### src/rtl/ray_issue_scheduler_if.sv
// Request/completion link between ray_issue_scheduler (master) and ray_unit (slave).
interface ray_issue_scheduler_if;
   logic signed [31:0] screen_x;
   logic signed [31:0] screen_y;
   logic               valid_out;
   logic               ray_done;

   modport master (
      output screen_x,
      output screen_y,
      output valid_out,
      input  ray_done
   );

   modport slave (
      input  screen_x,
      input  screen_y,
      input  valid_out,
      output ray_done
   );
endinterface

### src/rtl/ray_issue_scheduler.sv
// Raster-order, credit-limited pixel issuer feeding ray_unit with Q16.16 screen coordinates.
// Define RAY_ISSUE_CONTINUOUS_EN to restart the next frame automatically after each frame.
module ray_issue_scheduler #(
   parameter int H_RES        = 640,
   parameter int V_RES        = 480,
   parameter int STEP         = 273,
   parameter int MAX_INFLIGHT = 64
) (
   input  logic                               i_clk,
   input  logic                               i_rst,
   input  logic                               i_start,
   input  logic                               i_abort,
   ray_issue_scheduler_if.master              ray_if,
   output logic [$clog2(H_RES)-1:0]           o_pix_x,
   output logic [$clog2(V_RES)-1:0]           o_pix_y,
   output logic                               o_busy,
   output logic [$clog2(MAX_INFLIGHT+1)-1:0]  o_inflight,
   output logic                               o_frame_done,
   output logic                               o_overflow_err
);

   localparam int XW = $clog2(H_RES);
   localparam int YW = $clog2(V_RES);
   localparam int IW = $clog2(MAX_INFLIGHT + 1);

   localparam int HALF_X = ((H_RES - 1) * STEP) >>> 1;
   localparam int HALF_Y = ((V_RES - 1) * STEP) >>> 1;
   localparam logic signed [31:0] X_START = 32'(-HALF_X);
   localparam logic signed [31:0] Y_START = 32'(HALF_Y);
   localparam logic signed [31:0] STEP32  = 32'(STEP);

   typedef enum logic [1:0] {StIdle, StIssue, StDrain} state_t;

   state_t             r_state;
   logic [XW-1:0]      r_col;
   logic [YW-1:0]      r_row;
   logic signed [31:0] r_x_acc;
   logic signed [31:0] r_y_acc;
   logic               r_aborted;
   logic signed [31:0] r_screen_x;
   logic signed [31:0] r_screen_y;
   logic               r_valid;
   logic [XW-1:0]      r_pix_x;
   logic [YW-1:0]      r_pix_y;
   logic               r_busy;
   logic [IW-1:0]      r_inflight;
   logic               r_frame_done;
   logic               r_overflow;

   logic w_full;
   logic w_issue;
   logic w_done_eff;
   logic w_eol;
   logic w_last;

   assign w_full     = (r_inflight == IW'(MAX_INFLIGHT));
   assign w_issue    = (r_state == StIssue) && !w_full && !i_abort;
   // A completion with nothing outstanding is a protocol error, never an underflow.
   assign w_done_eff = ray_if.ray_done && (r_inflight != '0);
   assign w_eol      = (r_col == XW'(H_RES - 1));
   assign w_last     = w_eol && (r_row == YW'(V_RES - 1));

   always_ff @(posedge i_clk or posedge i_rst) begin
      if (i_rst) begin
         r_state      <= StIdle;
         r_col        <= '0;
         r_row        <= '0;
         r_x_acc      <= '0;
         r_y_acc      <= '0;
         r_aborted    <= 1'b0;
         r_screen_x   <= '0;
         r_screen_y   <= '0;
         r_valid      <= 1'b0;
         r_pix_x      <= '0;
         r_pix_y      <= '0;
         r_busy       <= 1'b0;
         r_inflight   <= '0;
         r_frame_done <= 1'b0;
         r_overflow   <= 1'b0;
      end else begin
         r_valid      <= 1'b0;
         r_frame_done <= 1'b0;

         if (ray_if.ray_done && (r_inflight == '0)) r_overflow <= 1'b1;

         if (w_issue && !w_done_eff)      r_inflight <= r_inflight + IW'(1);
         else if (!w_issue && w_done_eff) r_inflight <= r_inflight - IW'(1);

         case (r_state)
            StIdle: begin
               if (i_start) begin
                  r_col   <= '0;
                  r_row   <= '0;
                  r_x_acc <= X_START;
                  r_y_acc <= Y_START;
                  r_state <= StIssue;
                  r_busy  <= 1'b1;
               end
            end
            StIssue: begin
               if (i_abort) begin
                  r_state   <= StDrain;
                  r_aborted <= 1'b1;
               end else if (w_issue) begin
                  r_valid    <= 1'b1;
                  r_screen_x <= r_x_acc;
                  r_screen_y <= r_y_acc;
                  r_pix_x    <= r_col;
                  r_pix_y    <= r_row;
                  if (w_last) begin
                     r_state <= StDrain;
                  end else if (w_eol) begin
                     r_col   <= '0;
                     r_x_acc <= X_START;
                     r_row   <= r_row + YW'(1);
                     r_y_acc <= r_y_acc - STEP32;
                  end else begin
                     r_col   <= r_col + XW'(1);
                     r_x_acc <= r_x_acc + STEP32;
                  end
               end
            end
            StDrain: begin
               if (r_inflight == '0) begin
                  r_frame_done <= !r_aborted;
                  r_aborted    <= 1'b0;
`ifdef RAY_ISSUE_CONTINUOUS_EN
                  if (!r_aborted) begin
                     r_col   <= '0;
                     r_row   <= '0;
                     r_x_acc <= X_START;
                     r_y_acc <= Y_START;
                     r_state <= StIssue;
                  end else begin
                     r_state <= StIdle;
                     r_busy  <= 1'b0;
                  end
`else
                  r_state <= StIdle;
                  r_busy  <= 1'b0;
`endif
               end
            end
            default: r_state <= StIdle;
         endcase
      end
   end

   assign ray_if.screen_x  = r_screen_x;
   assign ray_if.screen_y  = r_screen_y;
   assign ray_if.valid_out = r_valid;
   assign o_pix_x          = r_pix_x;
   assign o_pix_y          = r_pix_y;
   assign o_busy           = r_busy;
   assign o_inflight       = r_inflight;
   assign o_frame_done     = r_frame_done;
   assign o_overflow_err   = r_overflow;

endmodule

### src/flat_wrapper.sv
// flat-port wrapper written by rule: the top's interface ports become plain ports
module ray_issue_scheduler_flat 
#(
   parameter int H_RES        = 640,
   parameter int V_RES        = 480,
   parameter int STEP         = 273,
   parameter int MAX_INFLIGHT = 64
)
  (i_clk, i_rst, i_start, i_abort, o_pix_x, o_pix_y, o_busy, o_inflight, o_frame_done, o_overflow_err, ray_if_screen_x, ray_if_screen_y, ray_if_valid_out, ray_if_ray_done);
  ray_issue_scheduler_if ray_if_i ();
  input  logic i_clk;
  input  logic i_rst;
  input  logic i_start;
  input  logic i_abort;
  output logic [$clog2(H_RES)-1:0] o_pix_x;
  output logic [$clog2(V_RES)-1:0] o_pix_y;
  output logic o_busy;
  output logic [$clog2(MAX_INFLIGHT+1)-1:0] o_inflight;
  output logic o_frame_done;
  output logic o_overflow_err;
  output wire logic [$bits(ray_if_i.screen_x)-1:0] ray_if_screen_x;
  output wire logic [$bits(ray_if_i.screen_y)-1:0] ray_if_screen_y;
  output wire logic [$bits(ray_if_i.valid_out)-1:0] ray_if_valid_out;
  input wire logic [$bits(ray_if_i.ray_done)-1:0] ray_if_ray_done;
  assign ray_if_screen_x = ray_if_i.screen_x;
  assign ray_if_screen_y = ray_if_i.screen_y;
  assign ray_if_valid_out = ray_if_i.valid_out;
  assign ray_if_i.ray_done = ray_if_ray_done;
  ray_issue_scheduler #(.H_RES(H_RES), .V_RES(V_RES), .STEP(STEP), .MAX_INFLIGHT(MAX_INFLIGHT)) u_core (.i_clk(i_clk), .i_rst(i_rst), .i_start(i_start), .i_abort(i_abort), .ray_if(ray_if_i), .o_pix_x(o_pix_x), .o_pix_y(o_pix_y), .o_busy(o_busy), .o_inflight(o_inflight), .o_frame_done(o_frame_done), .o_overflow_err(o_overflow_err));
endmodule
### config.mk
export PLATFORM = sky130hd
export DESIGN_NAME = ray_issue_scheduler_flat
export DESIGN_NICKNAME = d
export VERILOG_FILES = /design/src/rtl/ray_issue_scheduler_if.sv /design/src/rtl/ray_issue_scheduler.sv /design/src/flat_wrapper.sv
export SDC_FILE = /design/constraint.sdc
export NUM_CORES = 1
export LEC_CHECK = 0
export BUFFER_PORTS_ARGS = -buffer_cell sky130_fd_sc_hd__buf_2
export CAP_MARGIN = 25
export CORE_UTILIZATION = 35
export CTS_CLUSTER_DIAMETER = 80
export DETAILED_ROUTE_END_ITERATION = 10
export SYNTH_ARGS = -nofsm -noshare
export SYNTH_HDL_FRONTEND = slang
export SYNTH_SLANG_ARGS = --single-unit
### constraint.sdc
create_clock -name i_clk -period 10.4 [get_ports i_clk]
set_clock_uncertainty 0.15 [all_clocks]
set_input_delay 1.56 -clock i_clk [delete_from_list [all_inputs] [get_ports i_clk]]
set_output_delay 1.56 -clock i_clk [all_outputs]
set_load 0.01 [all_outputs]
==> metrics.md <==
| Metric | Value |
|---|---|
| CTS tree | `done` |
| Cell area after synthesis | `approximately 8700 sq um` |
| Normalized max-slew margin | `31.27%` |
| Post-CTS setup buffers | `0` |
| Required @ worst endpoint | `around 11 ns` |
| CTS HTree Levels | `4` |
| LEAKAGE | `approximately 4.3 nW` |
| Number of port buffers | `98` |
| PwrDens | `around 230 nW/um^2` |
| Max_cap viols | `0` |
| Clk buf depth | `2` |
| CP max FO | `7` |
| Yosys top cell by area | `dfrtp_1` |
| Max stage delay on crit path | `0.63 ns` |
| VDD IR-drop max | `about 0.13 mV` |
| DP HPWL | `14270 um` |
| Inst Count DP | `~1200` |
| Total CTS buffers | `17` |
| Final Max Tran Viols | `0` |
| CP max-delay cell | `or4_1` |
| Rows | `57` |
| Critical path origin | `u_core.o_inflight[0]$_DFFE_PP0P_` |
| Largest net degree at the start of global routing | `74` |
| Setup crit end | `u_core.o_inflight[5]$_DFFE_PP0P_` |
| Setup WS pre-CTS | `roughly 6.4 ns` |
| Top layer in use | `met4` |
| Layout area overhead | `17.82%` |
| Asr flop ratio synth | `between 90% and 100%` |
| Vias | `approximately 6800` |
| GP Congestion | `about 0.80` |
| Synthesized Nets | `807` |
| Crit-path leading delay family | `simple AND/OR/NAND/NOR gates` |
| Vias/cell | `between 5 and 6` |
| Metal2 WL | `~9600 um` |
| Clk sink count | `180` |
| Hold Crit Class | `reg -> reg` |
| First-pass GRT wire length | `about 35000 um` |
| Dominant synthesized flop cell | `dfrtp_1` |
| Post-route minimum period | `3.765 ns` |
| R2r endpoint | `u_core.o_inflight[5]$_DFFE_PP0P_` |
| Routed length on met1 | `around 10000 um` |
| Worst-skew pair later-pin latency | `0.44 ns` |
| DRT antenna net count | `0` |
| Setup slack after layout | `between 6 and 7 ns` |
| Fill count | `about 2300` |
| RSZ-0062 raised after global routing | `no` |
| Die height | `around 160 um` |
| Startpoint types | `register` |
| Reg2Reg Depth | `11` |
| FF-to-FF setup slack | `around 6.6 ns` |
| Netlist cell types | `56` |
| Core area | `roughly 24000 sq um` |
| Post_cts resized | `0` |
| Cell area after layout | `between 10000 and 15000 sq um` |
| Clock Tree Root | `clkbuf_16` |
| Final setup viols | `0` |
| CTS Hold Bufs | `0` |
| WL/cell | `roughly 17 um` |
| Die W | `159.4 um` |
| Critical path arrival | `roughly 3.9 ns` |
| Seq/Total Area, Yosys | `a little over 50%` |
| Post-synth EDFFs | `0` |
| Top-area cell type share of the netlist area | `slightly above 50%` |
| Fin cells | `around 1200` |
| Synth area leaders | `dfrtp_1 (52%), mux2_2 (11%), o31ai_1 (3.4%), nand2_1 (2.6%), or4_1 (2.6%)` |
| TNS Setup | `0 ns` |
| Clk slew on worst S/H paths | `approximately 0.070 ns` |
| Yosys warns | `0` |
| Worst hold slack | `between 0.3 and 0.4 ns` |
| Post-layout util | `a little over two fifths` |
| Post-Route WL | `roughly 21000 um` |
| Drt first pass iters | `5` |
| CP endpoint kind | `register` |
| Critical Path, Cell by Cell | `or4_1 > nor3_1 > nand2b_1 > ha_1 > inv_1 > ha_1 > a21o_1 > a21o_1 > a21oi_1 > nor4_1 > or3b_2` |
| Average size of a mapped cell | `~11 sq um` |
| Fin crit share | `a little over a third` |
| Worst-Margin Slew | `roughly 1.0 ns` |
| #FFs+latches synth | `180` |
| Maximum clock rate | `between 0.2 and 0.3 GHz` |
| Critical path depth in cells | `11` |
| # IOs | `99` |
| Met3 routed WL | `932 um` |
| GRT Total Usage | `17.05%` |
| Syn Inst Count | `790` |
| Number of global-route vias before repair | `approximately 6400` |
| Post-layout net count | `about 900` |
| Placed inst area | `approximately 9600 sq um` |
| Reg2reg start | `u_core.o_inflight[0]$_DFFE_PP0P_` |
| Grt ovf | `0` |
| Worst path bufs/invs | `1` |
| Residual DRC count | `0` |
| Initial core utilization | `a little over a third` |
| Die area | `about 25000 sq um` |
| Pwr Total | `between 2 and 2.5 mW` |
| Drt first-iter violations | `460` |
| Antenna violations before repair | `1` |
| Share of layout cells above drive strength 1 | `roughly 28%` |
| Run status | `finished, final reports clean` |
| Final hold vios | `0` |
| WS Path Type | `reg -> reg` |
[cell families (layout without fill, tap and decap cells)]
family	Yosys count	in the layout	synth area share, %
and+or+nand+nor	273	273	17.75
DFF	180	180	51.94
AOI/OAI and AO/OA	166	166	12.75
muxes	101	101	12.87
buffers and inverters	53	157	2.366
adders and majority gates	12	12	1.818
xor gates and xnor gates	5	5	0.5050
other	0	1	0
[layout make-up]
type                       instances  area, sq um  share of cell area (%)
tap                              324        405.4                   3.968
sequential                       180         4504                   44.09
multi-input combinational        557         3998                   39.13
timing repair buffer             113        620.6                   6.074
clock inverter                    13        193.9                   1.898
antenna                            1        2.502                 0.02449
clock buffer                      18        439.2                   4.298
inverter                          13        53.80                  0.5266
[worst reg2reg max path: stages, from the launching register on]
cell and delay, ns:
dfrtp_1 0.45, or4_1 0.63, nor3_1 0.48, nand2b_1 0.18, ha_1 0.24, inv_1 0.17, ha_1 0.31, a21o_1 0.16
a21o_1 0.19, a21oi_1 0.18, nor4_1 0.06, or3b_2 0.44
[registers in the layout, indices dropped and copies added (netlist names)]
register	count
u_core.o_busy	1
u_core.o_frame_done	1
u_core.o_inflight	7
u_core.o_overflow_err	1
u_core.o_pix_x	10
u_core.o_pix_y	9
u_core.r_aborted	1
u_core.r_col	10
u_core.r_row	9
u_core.r_state	2
u_core.r_x_acc	32
u_core.r_y_acc	32
u_core.ray_if.screen_x	32
u_core.ray_if.screen_y	32
u_core.ray_if.valid_out	1
[per-layer routing]
layer | track usage [%] | vias up
li1 | - | 3200
met3 | 3.308 | 24
met5 | 0 | -
met1 | 24.07 | 3405
met2 | 25.72 | 151
met4 | 6.731 | 0
[cells in the final DEF (no fill, tap or decap), types with 9 or more instances in the layout]
cell	instances
inv_1	12
nor4_1	17
nand3_1	37
buf_2	99
o21ai_0	37
nand2_1	60
a31oi_1	14
o31ai_1	38
or4_1	30
nand2b_1	18
and4_1	9
ha_1	11
buf_4	13
mux2_2	84
mux2i_1	17
clkbuf_16	17
nor3_1	22
dfrtp_1	180
a21oi_1	25
nand4_1	14
a21o_1	11
nor2_1	22
[where the power goes]
group / switching, mW / internal [mW]
combinational: 0.462 / 0.285
clock: 0.286 / 0.412
sequential: 0.127 / 0.815
[synthesized netlist by cell type, types with 17 or more instances]
| cell type | instances |
|---|---|
| clkbuf_1 | 34 |
| mux2_2 | 84 |
| mux2i_1 | 17 |
| o21ai_0 | 37 |
| nand2b_1 | 18 |
| nor4_1 | 17 |
| nor3_1 | 24 |
| dfrtp_1 | 180 |
| nand3_1 | 37 |
| nor2_1 | 22 |
| or4_1 | 30 |
| nand2_1 | 60 |
| a21oi_1 | 27 |
| o31ai_1 | 39 |
[worst min path at each step]
stage	start	end	depth (start not counted)	slack, ns
6_report	u_core.o_overflow_err$_DFFE_PP0P_	u_core.o_overflow_err$_DFFE_PP0P_	1	0.31
5_1_grt	u_core.o_overflow_err$_DFFE_PP0P_	u_core.o_overflow_err$_DFFE_PP0P_	1	0.36
4_1_cts	u_core.o_overflow_err$_DFFE_PP0P_	u_core.o_overflow_err$_DFFE_PP0P_	1	0.32
3_5_place_dp	u_core.o_overflow_err$_DFFE_PP0P_	u_core.o_overflow_err$_DFFE_PP0P_	1	0.30
3_3_place_gp	u_core.o_overflow_err$_DFFE_PP0P_	u_core.o_overflow_err$_DFFE_PP0P_	1	0.30
2_1_floorplan	u_core.r_aborted$_DFFE_PP0P_	u_core.o_frame_done$_DFF_PP0_	1	0.28
Power figures use the tool's default switching activity.
